==> config.mk <==
export PLATFORM = sky130hd
export DESIGN_NAME = uart_rx_oversample
export DESIGN_NICKNAME = d
export VERILOG_FILES = /design/src/rtl/uart_rx_oversample_pkg.sv /design/src/rtl/uart_rx_oversample_sync.sv /design/src/rtl/uart_rx_oversample.sv
export SDC_FILE = /design/constraint.sdc
export NUM_CORES = 1
export LEC_CHECK = 0
export ABC_AREA = 1
export CAP_MARGIN = 20
export CORE_UTILIZATION = 50
export DETAILED_ROUTE_END_ITERATION = 10
export GPL_TIMING_DRIVEN = 0
export PLACE_DENSITY = 0.79
export SYNTH_ARGS = -nofsm -noshare
export SYNTH_HDL_FRONTEND = slang
export SYNTH_HIERARCHICAL = 1
export SYNTH_SLANG_ARGS = --single-unit
export TNS_END_PERCENT = 100
==> constraint.sdc <==
create_clock -name clk -period 1.55 [get_ports clk]
set_input_delay 0.465 -clock clk [delete_from_list [all_inputs] [get_ports clk]]
set_output_delay 0.465 -clock clk [all_outputs]
set_load 0.005 [all_outputs]
==> src/rtl/uart_rx_oversample_pkg.sv <==
// Shared UART receiver definitions: FSM states, oversampling constants and the
// majority-vote helper used by the bit sampler.
package uart_rx_oversample_pkg;

  typedef enum logic [2:0] {
    ST_IDLE      = 3'd0,
    ST_START     = 3'd1,
    ST_DATA      = 3'd2,
    ST_PARITY    = 3'd3,
    ST_STOP      = 3'd4,
    ST_WAIT_IDLE = 3'd5
  } rx_state_e;

  localparam int OVERSAMPLE = 16;
  localparam int SAMPLE_MID = 8;

  // Majority window is SAMPLE_MID-1 .. SAMPLE_MID+1; the decision lands on the last one.
  localparam logic [3:0] TICK_MAJ_A  = 4'(SAMPLE_MID - 1);
  localparam logic [3:0] TICK_MAJ_B  = 4'(SAMPLE_MID);
  localparam logic [3:0] TICK_DECIDE = 4'(SAMPLE_MID + 1);
  localparam logic [3:0] TICK_LAST   = 4'(OVERSAMPLE - 1);

  function automatic logic majority3(input logic a, input logic b, input logic c);
    return (a & b) | (a & c) | (b & c);
  endfunction

endpackage

==> src/rtl/uart_rx_oversample_sync.sv <==
// Two-flop synchroniser for an asynchronous, idle-high serial input.
module uart_rx_oversample_sync (
  input  logic clk,
  input  logic rst,
  input  logic i_d,
  output logic o_q
);

  logic r_meta;
  logic r_sync;

  // Reset to 1 so a released reset never looks like a start bit.
  always_ff @(posedge clk or negedge rst) begin
    if (!rst) begin
      r_meta <= 1'b1;
      r_sync <= 1'b1;
    end else begin
      r_meta <= i_d;
      r_sync <= r_meta;
    end
  end

  assign o_q = r_sync;

endmodule

==> src/rtl/uart_rx_oversample.sv <==
// 16x oversampling UART receiver with majority-voted bit sampling, a one-entry
// valid/ready holding register, and framing/parity/overrun reporting.
module uart_rx_oversample
  import uart_rx_oversample_pkg::*;
#(
  parameter int unsigned DATA_BITS  = 8,
  parameter bit          PARITY_EN  = 1'b0,
  parameter bit          PARITY_ODD = 1'b0
) (
  input  logic                 clk,
  input  logic                 rst,
  input  logic                 baud_tick_16x,
  input  logic                 rx,
  output logic [DATA_BITS-1:0] rx_data,
  output logic                 rx_valid,
  input  logic                 rx_ready,
  output logic                 frame_err,
  output logic                 parity_err,
  output logic                 overrun,
  output logic                 busy
);

  rx_state_e              r_state;
  rx_state_e              w_state_nxt;
  logic                   w_rx_s;
  logic [3:0]             r_tick_cnt;
  logic [2:0]             r_bit_cnt;
  logic                   r_smp_a;
  logic                   r_smp_b;
  logic [DATA_BITS-1:0]   r_shift;
  logic                   r_par_err;
  logic [DATA_BITS-1:0]   r_data;
  logic                   r_valid;
  logic                   r_ferr;
  logic                   r_perr;
  logic                   r_overrun;
  logic                   w_sample;
  logic                   w_decide;
  logic                   w_last;
  logic                   w_last_bit;
  logic                   w_exp_par;
  logic                   w_deliver;
  logic                   w_ferr;
  logic                   w_perr;

  uart_rx_oversample_sync u_sync (
    .clk (clk),
    .rst (rst),
    .i_d (rx),
    .o_q (w_rx_s)
  );

  assign w_sample   = majority3(r_smp_a, r_smp_b, w_rx_s);
  assign w_decide   = baud_tick_16x && (r_tick_cnt == TICK_DECIDE);
  assign w_last     = baud_tick_16x && (r_tick_cnt == TICK_LAST);
  assign w_last_bit = (r_bit_cnt == 3'(DATA_BITS - 1));
  assign w_exp_par  = (^r_shift) ^ PARITY_ODD;

  // FSM state register.
  always_ff @(posedge clk or negedge rst) begin
    if (!rst) begin
      r_state <= ST_IDLE;
    end else begin
      r_state <= w_state_nxt;
    end
  end

  // Next-state and end-of-frame strobes.
  always_comb begin
    w_state_nxt = r_state;
    w_deliver   = 1'b0;
    w_ferr      = 1'b0;
    w_perr      = 1'b0;
    case (r_state)
      ST_IDLE: begin
        if (baud_tick_16x && !w_rx_s) w_state_nxt = ST_START;
        else                          w_state_nxt = ST_IDLE;
      end
      ST_START: begin
        if (w_decide && w_sample) w_state_nxt = ST_IDLE;
        else if (w_last)          w_state_nxt = ST_DATA;
        else                      w_state_nxt = ST_START;
      end
      ST_DATA: begin
        if (w_last && w_last_bit) w_state_nxt = PARITY_EN ? ST_PARITY : ST_STOP;
        else                      w_state_nxt = ST_DATA;
      end
      ST_PARITY: begin
        if (w_last) w_state_nxt = ST_STOP;
        else        w_state_nxt = ST_PARITY;
      end
      ST_STOP: begin
        // Frame ends mid-stop-bit so a back-to-back start edge is never missed.
        if (w_decide) begin
          w_state_nxt = w_sample ? ST_IDLE : ST_WAIT_IDLE;
          w_deliver   = w_sample && !r_par_err;
          w_perr      = w_sample && r_par_err;
          w_ferr      = !w_sample;
        end else begin
          w_state_nxt = ST_STOP;
        end
      end
      ST_WAIT_IDLE: begin
        if (baud_tick_16x && w_rx_s) w_state_nxt = ST_IDLE;
        else                         w_state_nxt = ST_WAIT_IDLE;
      end
      default: w_state_nxt = ST_IDLE;
    endcase
  end

  // Tick/bit counters, majority samples, shift register and parity check.
  always_ff @(posedge clk or negedge rst) begin
    if (!rst) begin
      r_tick_cnt <= 4'd0;
      r_bit_cnt  <= 3'd0;
      r_smp_a    <= 1'b1;
      r_smp_b    <= 1'b1;
      r_shift    <= '0;
      r_par_err  <= 1'b0;
    end else if (baud_tick_16x) begin
      if (r_state == ST_IDLE) r_tick_cnt <= 4'd0;
      else                    r_tick_cnt <= r_tick_cnt + 4'd1;
      if (r_tick_cnt == TICK_MAJ_A) r_smp_a <= w_rx_s;
      if (r_tick_cnt == TICK_MAJ_B) r_smp_b <= w_rx_s;
      case (r_state)
        ST_START: begin
          r_bit_cnt <= 3'd0;
          r_par_err <= 1'b0;
        end
        ST_DATA: begin
          if (r_tick_cnt == TICK_DECIDE) r_shift <= {w_sample, r_shift[DATA_BITS-1:1]};
          if (r_tick_cnt == TICK_LAST && !w_last_bit) r_bit_cnt <= r_bit_cnt + 3'd1;
        end
        ST_PARITY: begin
          if (r_tick_cnt == TICK_DECIDE) r_par_err <= (w_sample != w_exp_par);
        end
        default: begin
          r_bit_cnt <= r_bit_cnt;
        end
      endcase
    end
  end

  // Holding register, overrun flag and single-cycle error pulses.
  always_ff @(posedge clk or negedge rst) begin
    if (!rst) begin
      r_data    <= '0;
      r_valid   <= 1'b0;
      r_ferr    <= 1'b0;
      r_perr    <= 1'b0;
      r_overrun <= 1'b0;
    end else begin
      r_ferr <= w_ferr;
      r_perr <= w_perr;
      if (w_deliver) begin
        if (!r_valid || rx_ready) begin
          r_data  <= r_shift;
          r_valid <= 1'b1;
        end else begin
          r_overrun <= 1'b1;
        end
      end else if (r_valid && rx_ready) begin
        r_valid <= 1'b0;
      end
    end
  end

  assign rx_data    = r_data;
  assign rx_valid   = r_valid;
  assign frame_err  = r_ferr;
  assign parity_err = r_perr;
  assign overrun    = r_overrun;
  assign busy       = (r_state != ST_IDLE);

endmodule
Word level (Yosys, flattened, before mapping)
Cells that the tools add are included.
Storage, ports and cells
  flip-flop bits (word level): 35
  input port bits: 5
  output and inout port bits: 13
  logic and storage cells: 89
Cells by class
  $add $sub $neg: 2
  equality and inequality tests: 14
  mux-type cells: 23
  bitwise gates (word level): 6
  reduce and logical (&&, ||, !) cells: 30
Operators by type and width (count)
  two-way mux 3 bit: 6
  case mux 3 bit (6 select lines): 1
  == test 4 bit, second input constant: 3
  two-way mux 1 bit: 11
  logical AND 1 bit: 10
  AND reduction 2 bit: 5
  == test 3 bit, second input constant: 3
  AND reduction 3 bit: 3
  parity 8 bit: 1
  == test 3 x 2 -> 1 bit, second input constant: 2
  case mux 3 bit (2 select lines): 1
  nonzero test 2 bit: 3
  zero test 1 bit: 5
  adder 4 x 1 -> 4 bit, second input constant: 1
  == test 4 x 3 -> 1 bit, second input constant: 1
  two-way mux 2 bit: 2
  two-way mux 4 bit: 1
  != test 2 bit, second input constant: 2
  adder 3 x 1 -> 3 bit, second input constant: 1
  AND 1 bit: 3
  == test 3 x 1 -> 1 bit, second input constant: 1
  zero test 3 bit: 1
  nonzero test 3 bit: 1
  != test 2 x 1 -> 1 bit, second input constant: 1
  5 further kinds: 6

Logic depth before layout (Yosys ltp)
Gate-level depths: netlist of run 1.
  depth after elaboration: 8
  depth in mapped cells: 11
  mapped depth without buffers: 11

Modules after synthesis
The synthesis of run 1 kept the hierarchy.
Modules (own cells, without submodules)
  uart_rx_oversample: instances 1, cells an instance 205, area each 1714.1 um^2, seq. area each 828.3 um^2
  uart_rx_oversample_sync: instances 1, cells an instance 2, area each 52.6 um^2, seq. area each 52.6 um^2

Worst setup path after synthesis of run 1
No wires, ideal clock.
  path kind: flip-flop to flip-flop
  from: register r_tick_cnt[1]
  to: register r_data[6], in the netlist rx_data[6]
  setup time: 117 ps
  arrival: 1401 ps
  data required time: 1433 ps
  path slack: 32 ps
  cell stages (with the launch flop): 11
  path buffers: 1
  clock period less this slack: 1518 ps
  path through: dfrtp_1 inv_1 ha_1 nand3_2 nor2_4 nand2_4 nor3_4 nand2_4 buf_6 nand2_2 o21ai_2
On the way
  cells in the longest elaborated chain, start to end: 5
Ends and longest elaborated chain
  start, declared: line uart_rx_oversample.sv:26  | logic [3:0] r_tick_cnt;
  start signal, assigned: line uart_rx_oversample.sv:122  | else r_tick_cnt <= r_tick_cnt + 4'd1;
  == test 4 bit: line uart_rx_oversample.sv:54  | assign w_decide = baud_tick_16x && (r_tick_cnt == TICK_DECIDE);
  logical AND 1 bit: line uart_rx_oversample.sv:54
  two-way mux 1 bit: line uart_rx_oversample.sv:94  | if (w_decide) begin
  two-way mux 1 bit: line uart_rx_oversample.sv:74  | case (r_state)
  AND reduction 2 bit (no line)
  end signal, assigned: line uart_rx_oversample.sv:157  | r_data <= r_shift;
  end, declared: line uart_rx_oversample.sv:32  | logic [DATA_BITS-1:0] r_data;
Every way passes these cells.
A chain may end at the register's enable or synchronous reset.

Final worst setup path of run 1
  from: register r_tick_cnt[1]
  to: register r_data[5], in the netlist rx_data[5]
Same word-level chain as after synthesis.

==> impl_metrics.csv, run 1 <==
group,metric,value,unit
setup_path,critPathLaunch,"r_tick_cnt[1]",
drt,drc_errors,0,
pwr,power_density,1090,nW/um^2
clock_network,hold_buffers,0,
floorplanning,num_rows,21,
sta,whs,0.171,ns
floorplanning,io_pins,18,
drt,routedWlPerCell,12.0,um
setup_path,critPathLaunchType,"flip-flop",
pwr,intPower,1680,uW
clock_network,clkSlewWorstSetupHoldPaths,0.12,ns
pwr,ir_worst_vdd,0.000685,V
sta,finalCritPeriodShare,103,%
setup_path,reg2reg_depth,10,
setup_path,rrSetupSlack,-0.04,ns
min_path,hp-class,"in -> async",
drt,routed_wirelength,3.52,mm
global_route,grt_pass1_wl,5.73,mm
floorplanning,die_h,61.4,um
setup_path,critPathCapture,"rx_data[5]",
setup_path,r2r-end,"rx_data[5]",
setup_path,critPathKind,"reg -> reg",
sta,setup_viol,7,
sta,report.final.slew_viol_count,0,
floorplanning,die_area,3770,um^2
clock_network,insertion_delay,0.36,ns
logic_synthesis,synth.avg_cell_area,8.53,um^2
logic_synthesis,synth-seq-cells,35,
clock_network,cts_sinks,35,
placement,port_buffers,16,
pwr,leakage,0.00117,uW
logic_synthesis,ys_top_cells_by_area,"dfrtp_1, nand2_1, dfstp_2",
sta,fmax,628,MHz
pwr,p_seq_share,44.9,%
logic_synthesis,yosysTopAreaCell,"dfrtp_1",
cells_and_area,final_common_cell,"nand2_1",
placement,gp_congestion,0.857,
drt,drtPass1Iterations,4,
floorplanning,start_util,52.5,%
cells_and_area,diodes,0,
drt,dr_total_vias,1484,
sta,fin_crit,1.59,ns
floorplanning,core_area,3360,um^2
sta,worst_slew_pin_slew,0.769,ns
cells_and_area,nets,256,
setup_path,r2r-start,"r_tick_cnt[1]",
placement,placed_area,1980,um^2
setup_path,worstPathMaxFanout,5,
clock_network,htreeDepth,2,
cells_and_area,final_cell_mix,"nand2_1, dfrtp_1, inv_1",
outcome,status,"finished, violations left",
setup_path,endpoint_kind,"flip-flop",
global_route,grt_overflow,0,
clock_network,cts_buffers,5,
logic_synthesis,yosys_warnings,6,
sta,rsz0062_at_grt,"yes",
global_route,antenna_found_initial,0,
clock_network,cts.path.max_buffers,2,
global_route,grt_max_degree,36,
sta,tns,-0.215,ns
logic_synthesis,syn_inst,207,
logic_synthesis,synthesis.nets,217,
logic_synthesis,synth.distinct_cells,29,
drt,postRouteAntennaNets,0,
cells_and_area,syn_to_final_growth,30.8,%
drt,first_iter_violations,41,
clock_network,cts_root_buffer,"clkbuf_4",
placement,dp_hpwl,2.25,mm
logic_synthesis,seq_area_frac_synth,49.9,%
logic_synthesis,synth_top_area_share,43.9,%
pwr,p_sw_share,33.6,%
pwr,switching_power,849,uW
cells_and_area,drive_gt1_share,27.5,%
floorplanning,die_w,61.4,um
pwr,p_comb_share,27.2,%
global_route,grt_pass1_vias,1276,
outcome,violations,"negative setup slack",
global_route,grt_use_total,21.4,%
sta,slew_headroom,48.7,%
logic_synthesis,syn-cell-area,1770,um^2
sta,finalWorstSetupSlack,-0.0425,ns
pwr,clkPwrFrac,27.8,%
drt,via_per_inst,5.06,
setup_path,cp.required,1.80,ns
setup_path,crit_arrival,1.84,ns
sta,hold_viol_final,0,
flow_run,maxCapViolCount,0,
sta,clock_skew,0.0125,ns
cells_and_area,design_area,2310,um^2
clock_network,cts_tree,"yes",
[stage by stage]
step / setup slack (ns) / total power (uW) / instances / utilization, %
after floorplan: 0.0321 / 1520 / 207 / -
after global placement: -0.708 / 1650 / 269 / 59.0
after detailed placement: -0.132 / 1670 / 269 / 58.9
after CTS: -0.0851 / 2480 / 288 / 66.9
after global routing: -0.0923 / 2690 / 293 / 68.7
final: -0.0425 / 2530 / 293 / 68.7
[power by group through the flow]
stage          clock, uW  sequential [uW]  combinational [uW]
2_1_floorplan          0             1120                 399
5_1_grt              759             1150                 779
3_5_place_dp           0             1140                 526
4_1_cts              700             1130                 652
3_3_place_gp           0             1140                 515
6_report             703             1140                 688
[per-layer routing]
layer	wire length (um)	GRT usage (%)	vias up
li1	-	-	744
met2	1660	34.8	26
met1	1680	27.4	708
met5	0	0	-
met3	119	6.30	6
met4	64	7.62	0
[cell families after synthesis]
group | after synthesis | share of synthesized area, %
buf+inv | 32 | 7.51
flops | 35 | 49.9
xor+xnor | 2 | 0.992
simple gates | 103 | 27.3
fa+ha+maj | 5 | 3.54
compound gates | 30 | 10.8
[state kept, by name, indices dropped and copies added, names as in the netlist]
signal         count
r_shift            8
r_smp_a            1
rx_valid           1
u_sync/o_q         1
overrun            1
r_tick_cnt         4
r_par_err          1
rx_data            8
r_smp_b            1
frame_err          1
r_state            3
parity_err         1
r_bit_cnt          3
u_sync/r_meta      1
[repair_timing]
action,4_1_cts,5_1_grt
pin swaps,6,4
gates cloned,1,0
setup buffers,10,5
gates resized for setup,37,10
endpoints found under the setup margin,33,22
[worst max-delay path: stages, from the launching register on]
cell     delay [ns]
dfrtp_1        0.41
inv_2          0.08
ha_4           0.13
nand3_4        0.08
nor2_4         0.14
nand2_4        0.07
nor3_4         0.18
nand2_4        0.13
buf_12         0.17
nand2_4        0.05
o21ai_2        0.04
[worst min-delay path by stage]
stage / end / slack [ns] / cells past startpoint
2_1_floorplan: frame_err / 0.17 / 0
3_3_place_gp: u_sync/o_q / 0.35 / 0
3_5_place_dp: u_sync/o_q / 0.35 / 0
4_1_cts: r_bit_cnt[0] / 0.20 / 1
5_1_grt: rx_data[2] / 0.22 / 1
6_report: r_shift[3] / 0.17 / 1
[synth_stat cells, drive strengths merged]
cell type / count
a21o: 1
xor2: 2
nor3: 4
nor4: 2
nor2: 12
a22oi: 1
a21oi: 6
dfstp: 4
nand3: 17
o21ai: 20
buf: 3
nand4: 1
nand2: 67
dfrtp: 31
ha: 5
a31oi: 1
o31ai: 1
inv: 29
[area by class of cell]
class	instances	area, um^2
timing repair buffer	32	292
clock inverter	2	35.0
sequential	35	882
inverter	29	109
buffer	3	27.5
multi-input combinational	140	857
clock buffer	6	51.3
fill	264	1050
tap	46	57.6
Power figures use the tool's default switching activity.
==> run 2: changes to the inputs <==
Settings changed: PLACE_DENSITY 0.79 to 0.78, TNS_END_PERCENT 100 to 1.
==> impl_metrics.csv, run 2 (synthesis results as in run 1) <==
group,metric,value,unit
outcome,status,"finished, violations left",
outcome,violations,"negative setup slack",
placement,pre_cts_ws,-0.143,ns
min_path,hp-class,"in -> async",
setup_path,critPathKind,"reg -> reg",
setup_path,critPathCapture,"rx_data[4]",
setup_path,critPathLaunchType,"flip-flop",
cells_and_area,final_cell_mix,"nand2_1, dfrtp_1, inv_1",
global_route,antenna_found_initial,0,
placement,gp_congestion,0.852,
setup_path,endpoint_kind,"flip-flop",
sta,fin_crit,1.56,ns
floorplanning,io_pins,18,
setup_path,crit_arrival,1.79,ns
cells_and_area,nets,255,
sta,setup_viol,5,
global_route,grt_use_total,21.9,%
sta,hold_viol_final,0,
setup_path,r2r-end,"rx_data[4]",
floorplanning,die_area,3770,um^2
drt,dr_total_vias,1476,
global_route,grt_overflow,0,
global_route,grt_pass1_vias,1311,
drt,drc_errors,0,
clock_network,cts_root_buffer,"clkbuf_4",
sta,clock_skew,0.00313,ns
clock_network,htreeDepth,2,
floorplanning,die_w,61.4,um
floorplanning,start_util,52.5,%
clock_network,clkSlewWorstSetupHoldPaths,0.11,ns
setup_path,r2r-start,"r_tick_cnt[1]",
clock_network,insertion_delay,0.33,ns
placement,dp_hpwl,2.26,mm
cells_and_area,drive_gt1_share,26.4,%
cells_and_area,design_area,2260,um^2
cells_and_area,final_common_cell,"nand2_1",
drt,via_per_inst,5.05,
cells_and_area,diodes,0,
global_route,grt_pass1_wl,5.86,mm
setup_path,cp.required,1.78,ns
sta,finalWorstSetupSlack,-0.0104,ns
clock_network,cts_tree,"yes",
setup_path,critPathLaunch,"r_tick_cnt[1]",
drt,drtPass1Iterations,4,
sta,rsz0062_at_grt,"yes",
drt,routed_wirelength,3.48,mm
floorplanning,core_area,3360,um^2
setup_path,reg2reg_depth,10,
floorplanning,die_h,61.4,um
drt,postRouteAntennaNets,0,
setup_path,worstPathMaxFanout,6,
sta,slew_headroom,49.6,%
floorplanning,num_rows,21,
setup_path,rrSetupSlack,-0.01,ns
pwr,power_density,1110,nW/um^2
placement,port_buffers,16,
clock_network,cts.path.max_buffers,2,
sta,report.final.slew_viol_count,0,
pwr,leakage,0.00118,uW
clock_network,cts_sinks,35,
drt,first_iter_violations,38,
cells_and_area,syn_to_final_growth,28.2,%
placement,placed_area,1980,um^2
drt,routedWlPerCell,11.9,um
global_route,grt_max_degree,36,
clock_network,cts_buffers,5,
flow_run,maxCapViolCount,0,
sta,finalCritPeriodShare,101,%
sta,worst_slew_pin_slew,0.756,ns
cells_and_area,fin_util,67.3,%
pwr,ir_worst_vdd,0.000663,V
sta,fmax,641,MHz
-- run 2: changes by cell type in the layout (fill, tap and decap cells not counted), sizes merged --
cell and change:
dlygate4sd2 +3, buf -1, clkdlybuf4s15 -3
-- run 2: how the worst min path moves through the flow --
stage | start | endpoint | slack (ns) | cells after the start
floorplan | rst | frame_err | 0.17 | 0
global placement | u_sync/r_meta | u_sync/o_q | 0.35 | 0
detailed placement | u_sync/r_meta | u_sync/o_q | 0.35 | 0
CTS | rst | r_bit_cnt[0] | 0.21 | 1
global route | rst | r_bit_cnt[0] | 0.24 | 1
finish | rst | r_tick_cnt[2] | 0.19 | 1
-- run 2: per-layer routing --
metal / vias to the layer above / routed length, um / GRT usage (%)
met5: - / 0 / 0
met4: 0 / 59 / 10.8
met2: 36 / 1690 / 34.0
met1: 696 / 1620 / 28.5
met3: 6 / 114 / 5.67
li1: 738 / - / -
-- run 2: power by group --
| part | switching [uW] | internal (uW) |
|---|---|---|
| Clock | 310 | 381 |
| Sequential | 101 | 1030 |
| Combinational | 423 | 260 |
-- run 2: worst max-delay path, cell delays in order (launching register included) --
cell and delay, ns:
dfrtp_1 0.41, inv_2 0.08, ha_4 0.13, nand3_4 0.09, nor2_4 0.12, nand2_4 0.07
nor3_4 0.16, nand2_4 0.14, buf_12 0.16, nand2_2 0.05, o21ai_2 0.05
-- run 2: final cells by class --
| class | count | area [um^2] |
|---|---|---|
| fill | 280 | 1100 |
| sequential | 35 | 882 |
| multi-input combinational | 140 | 812 |
| timing repair buffer | 31 | 284 |
| inverter | 29 | 109 |
| tap | 46 | 57.6 |
| clock buffer | 6 | 51.3 |
| clock inverter | 2 | 35.0 |
| buffer | 3 | 33.8 |
-- run 2: timing repair --
item                       CTS  global route
gates resized for setup     31             7
gates cloned                 1             0
buffers inserted            12             2
pin swaps                    5             4
setup endpoints to repair   33            25
hold buffers                 0             0
-- run 2: per-stage QoR --
step / std cells / setup TNS (ns) / total power (uW) / hold WS [ns]
floorplan: 207 / 0 / 1520 / 0.169
global placement: 269 / -25.00 / 1660 / 0.346
detailed placement: 269 / -1.49 / 1670 / 0.347
CTS: 290 / -0.550 / 2470 / 0.211
global route: 292 / -0.994 / 2670 / 0.235
finish: 292 / -0.0385 / 2510 / 0.185
==> variant 1 (flow settings as in run 2) <==
Put one more register stage on the output `parity_err`, cleared by the reset. The value now appears one clock later. The other outputs are not delayed to match.
--- a/src/rtl/uart_rx_oversample.sv
+++ b/src/rtl/uart_rx_oversample.sv
@@ -169,5 +169,11 @@
   assign rx_valid   = r_valid;
   assign frame_err  = r_ferr;
-  assign parity_err = r_perr;
+  always_ff @(posedge clk or negedge rst) begin
+    if (!rst) begin
+      parity_err <= '0;
+    end else begin
+      parity_err <= r_perr;
+    end
+  end
   assign overrun    = r_overrun;
   assign busy       = (r_state != ST_IDLE);
Function: same outputs for any inputs over 10 cycles, from zero or initial values and one cycle with rst low; that may be too few to reach the edited logic, so the function may still have changed.
==> variant 1 against run 2 <==
Sequential cell count increased by 1; worst setup slack got worse by 0.083 ns; first-iteration DRC count increased by 47%; routed wire length decreased by 5.5%; total power decreased by 3.3%; synthesized cell count increased by 2.4%; the run still ends with setup timing left; area after synthesis increased by 2.0%; largest power group unchanged; utilization decreased by 4.3 points; final area decreased by 5.6%; highest routed layer unchanged; clock power decreased by 7.2%.
==> variant 1: results (changes against run 2) <==
* Status: finished with violations
* Failing checks: setup timing
* Final net count at 250 (-2.0%)
* CP Launch Point: r_state[0]
* Drt wl/cell at 11.4 um (-3.9%)
* Iter 0 DRT Violations at 56 (+47%)
* Slew @ Worst Pin at 0.752 ns (-0.00462 ns)
* Post-Place Worst Slack at -0.417 ns (-0.275 ns)
* Largest cells by area after synthesis: dfrtp_1 44%, nand2_1 14%, dfstp_2 5.8%
* Sw Share at 0.324 (-0.00883)
* Clock skew at 0.0130 ns (+0.00987 ns)
* First-pass GRT wire length at 5430 um (-7.3%)
* Metal-1 WL at 1500 um (-7.2%)
* Slowest cell on crit path: dfrtp_1
* Clock transition at path regs at 0.11 ns (about the same)
* Yosys cell types at 30 (+3.4%)
* WHS at 0.181 ns (-0.00398 ns)
* Power Density at 1130 mW/mm2 (+2.4%)
* Largest net degree at the start of global routing at 37 (+2.8%)
* DR vias/cell at 4.90 (-3.1%)
* Max H-tree Level at 2 (unchanged)
* Buffers on Ports at 17 (+1)
* Setup Viol. Count Final at 3 (-2)
* Metal2 WL at 1630 um (-3.2%)
* R2r endpoint: rx_data[5]
* Worst reg2reg path depth at 8 (-2)
* Total GRT Usage at 0.199 (-0.0203)
* Top post-synthesis cells by count: 66 x nand2_1, 32 x dfrtp_1, 24 x inv_1
* Post-CTS sizing at 20 (-35%)
* End point of the critical path: busy
* Max VDD drop at 0.000480 V (-28%)
* CP delay by family, top: flip-flops
* Setup ws final at -0.0932 ns (-0.0827 ns)
* HPWL Detailed at 2330 um (+3.0%)
* Share of cells above drive strength 1 at 0.183 (-0.0817)
* Sequential area share after synthesis at 0.503 (+0.00419)
* Static Leak at 1.13 nW (-4.3%)
* Flop2flop setup slack at -0.03 ns (-0.02 ns)
* Number of global-route vias before repair at 1307 (-0.31%)
* Worst EP arrival at 1.18 ns (-0.61 ns)
* Synth Warn # at 6 (unchanged)
* Post-CTS Setup Inserts at 4 (-8)
* Syn_nets at 222 (+2.3%)
* Sequential power at 1.18 mW (+4%)
* CP max FO at 3 (-3)
* GPL Wtd Cong at 0.787 (-7.6%)
* Met3 WL at 101 um (-11%)
* Logic pwr share at 0.248 (-0.024)
==> variant 1: changes by cell type after synthesis, sizes merged, moves of 2 or more <==
cell	before	now
nand4	1	3
o21ai	20	26
a21oi	6	4
nor3	4	2
nand2	67	70
nor4	2	0
nand3	17	12
xor2	2	0
nor2	12	16
inv	29	26
==> variant 1: stage by stage <==
step                       util  cell area [um2]  std cells  setup TNS (ns)
after floorplan               -             1800        212               0
after CTS                 0.627             2130        287          -0.269
after global placement    0.599             2030        275          -32.52
after global routing      0.630             2140        287          -0.997
final                     0.630             2140        287          -0.145
after detailed placement  0.597             2020        275           -8.24
==> variant 1: metal layers <==
metal / up-vias / global-route usage
met5: - / 0
met4: 0 / 0.0857
met3: 7 / 0.0435
met2: 19 / 0.336
met1: 643 / 0.245
li1: 737 / -
==> variant 1: worst register-to-register path: stages (launching register included) <==
cell     delay, ns
dfrtp_1       0.41
inv_1         0.10
ha_2          0.20
nand4_4       0.14
nor2_4        0.19
nand3_4       0.15
buf_8         0.19
nand2_2       0.06
o21ai_2       0.04
==> variant 1: kinds of logic after synthesis <==
| family | Yosys count | synth area share |
|---|---|---|
| adder cells (fa/ha/maj) | 5 | 0.0347 |
| flip-flops | 36 | 0.503 |
| AND/OR/NAND/NOR | 105 | 0.266 |
| buffers and inverters | 29 | 0.0674 |
| AO/OA/AOI/OAI | 37 | 0.129 |
==> variant 1: layout make-up <==
| cell class | count | area, um2 |
|---|---|---|
| Timing Repair Buffer | 21 | 178 |
| Fill cell | 317 | 1250 |
| Sequential cell | 36 | 907 |
| Inverter | 26 | 100 |
| Tap cell | 46 | 57.6 |
| Multi-Input combinational cell | 147 | 785 |
| Buffer | 3 | 33.8 |
| Clock buffer | 6 | 41.3 |
| Clock inverter | 2 | 35.0 |
==> variant 2 (config.mk and constraints of run 2) <==
Without the edit above. Change the parameter `PARITY_ODD` from 1'b0 to 1'b1.
--- a/src/rtl/uart_rx_oversample.sv
+++ b/src/rtl/uart_rx_oversample.sv
@@ -6,5 +6,5 @@
   parameter int unsigned DATA_BITS  = 8,
   parameter bit          PARITY_EN  = 1'b0,
-  parameter bit          PARITY_ODD = 1'b0
+  parameter bit          PARITY_ODD = 1'b1
 ) (
   input  logic                 clk,
Function: same outputs for any inputs over 10 cycles, from zero or initial values and one cycle with rst low; that may be too few to reach the edited logic, so the function may still have changed.
==> variant 2 against run 2 <==
The run still ends with setup timing left; critical path depth fell by 7; cell count fell by 1.7%; count of clock-buffer cells in the layout rose by 1; synthesized cell count rose by 1.4%; area after synthesis rose by 2.5%; routed wire length fell by 2.9%; first-iteration DRC count rose by 130%; worst setup slack got worse by 0.052 ns; final area fell by 6.4%; combinational power fell by 21%; sequential cell count did not move; non-clock buffer count fell by 8; clock skew rose by 0.011 ns; total power fell by 16%; largest power group unchanged.
==> variant 2: results (changes against run 2) <==
* Post-Place Worst Slack at -0.156 ns (-0.0130 ns)
* GPL Wtd Cong at 0.848 (-0.43%)
* First-pass GRT wire length at 6020 um (+2.8%)
* Clock skew at 0.0146 ns (+0.0115 ns)
* Drt wl/cell at 11.8 um (-1.2%)
* Syn_nets at 220 (+1.4%)
* Slowest cell on crit path: dfrtp_1
* CP max FO at 2 (-4)
* Clk Latency, worst-skew pair at 0.36 ns (+0.03 ns)
* HPWL Detailed at 2370 um (+4.7%)
* Failing checks: setup timing
* Status: finished with violations
* Static Leak at 1.07 nW (-8.8%)
* Filler Cell Count at 307 (+9.6%)
* Top post-synthesis cells by count: 63 x nand2_1, 31 x dfrtp_1, 25 x inv_1
* Max VDD drop at 0.000499 V (-25%)
* Yosys cell types at 34 (+17%)
* Number of global-route vias before repair at 1429 (+9.0%)
* Max transition margin at 0.499 (+0.00288)
* Setup Viol. Count Final at 1 (-4)
* Largest cells by area after synthesis: dfrtp_1 43%, nand2_1 13%, dfstp_2 5.8%
* Final net count at 250 (-2.0%)
* Share of cells above drive strength 1 at 0.195 (-0.0692)
* Total number of vias at 1453 (-1.6%)
* Setup ws final at -0.0624 ns (-0.0520 ns)
## variant 2: cell count changes after synthesis, moves of 2 or more
cell / run 2 / this run
a21oi_1: 6 / 3
inv_1: 28 / 25
o21ai_0: 12 / 10
nand3_2: 3 / 1
o21ai_1: 0 / 6
## variant 2: logic make-up after synthesis
logic type / share of synthesized area
buffers and inverters: 0.0774
AND/OR/NAND/NOR: 0.280
XOR/XNOR: 0.00484
flip-flops: 0.486
adder cells (fa/ha/maj): 0.0345
AO/OA/AOI/OAI: 0.117
## variant 2: where the power goes
| part | internal, mW | total [mW] | leakage (nW) | switching (mW) |
|---|---|---|---|---|
| sequential | 1.02 | 1.08 | 0.467 | 0.0638 |
| clock | 0.177 | 0.485 | 0.0293 | 0.308 |
| combinational | 0.202 | 0.540 | 0.576 | 0.338 |
| total | 1.40 | 2.11 | 1.07 | 0.710 |
## variant 2: worst reg2reg max path, stage by stage (launching register included)
cell,delay (ns)
dfrtp_1,0.41
buf_4,0.14
inv_1,0.09
nand3_2,0.13
nor2_2,0.15
nand4_4,0.19
buf_6,0.21
nand2_2,0.06
o21ai_2,0.04
## variant 2: metal layers
metal	wire (um)	global-route usage	vias up
met3	124	0.0404	11
met2	1630	0.326	31
met4	88	0.157	0
met1	1540	0.244	680
met5	0	0	-
li1	-	-	731
## variant 2: cell type report
cell class / count / area (um2) / area share
Sequential cell: 35 / 881 / 0.416
Multi-Input combinational cell: 144 / 803 / 0.379
Timing Repair Buffer: 23 / 188 / 0.0885
Inverter: 28 / 110 / 0.0519
Tap cell: 46 / 57.6 / 0.0272
Clock buffer: 7 / 45.0 / 0.0213
Buffer: 3 / 30.0 / 0.0142
Clock inverter: 1 / 5.00 / 0.00236
## variant 2: final timing paths
path | cells past startpoint | from | end
worst max-delay path | 3 | r_state[0] | busy
worst max register to register | 8 | r_state[0] | rx_data[5]
min in group clk | 0 | u_sync/r_meta | u_sync/o_q
max in group asynchronous | 1 | rst | r_bit_cnt[0]
worst min-delay path | 1 | rst | rx_data[1]
worst min register to register | 0 | u_sync/r_meta | u_sync/o_q
## variant 2: per-stage QoR
step           instances  total power [mW]  setup TNS [ns]  hold slack, ns  area [um2]
2_1_floorplan        210              1.44               0           0.169        1810
3_3_place_gp         272              1.56          -26.24           0.346        2030
3_5_place_dp         272              1.57           -1.21           0.349        2020
4_1_cts              287              2.12         -0.0699           0.185        2120
5_1_grt              287              2.24          -0.708           0.234        2120
6_report             287              2.11         -0.0624           0.168        2120
## variant 2: timing repair
item / CTS / global route
hold endpoints to repair: 0 / 0
pin swaps: 2 / 1
setup endpoints to repair: 24 / 15
buffers inserted: 7 / 0
gates resized for setup: 17 / 3
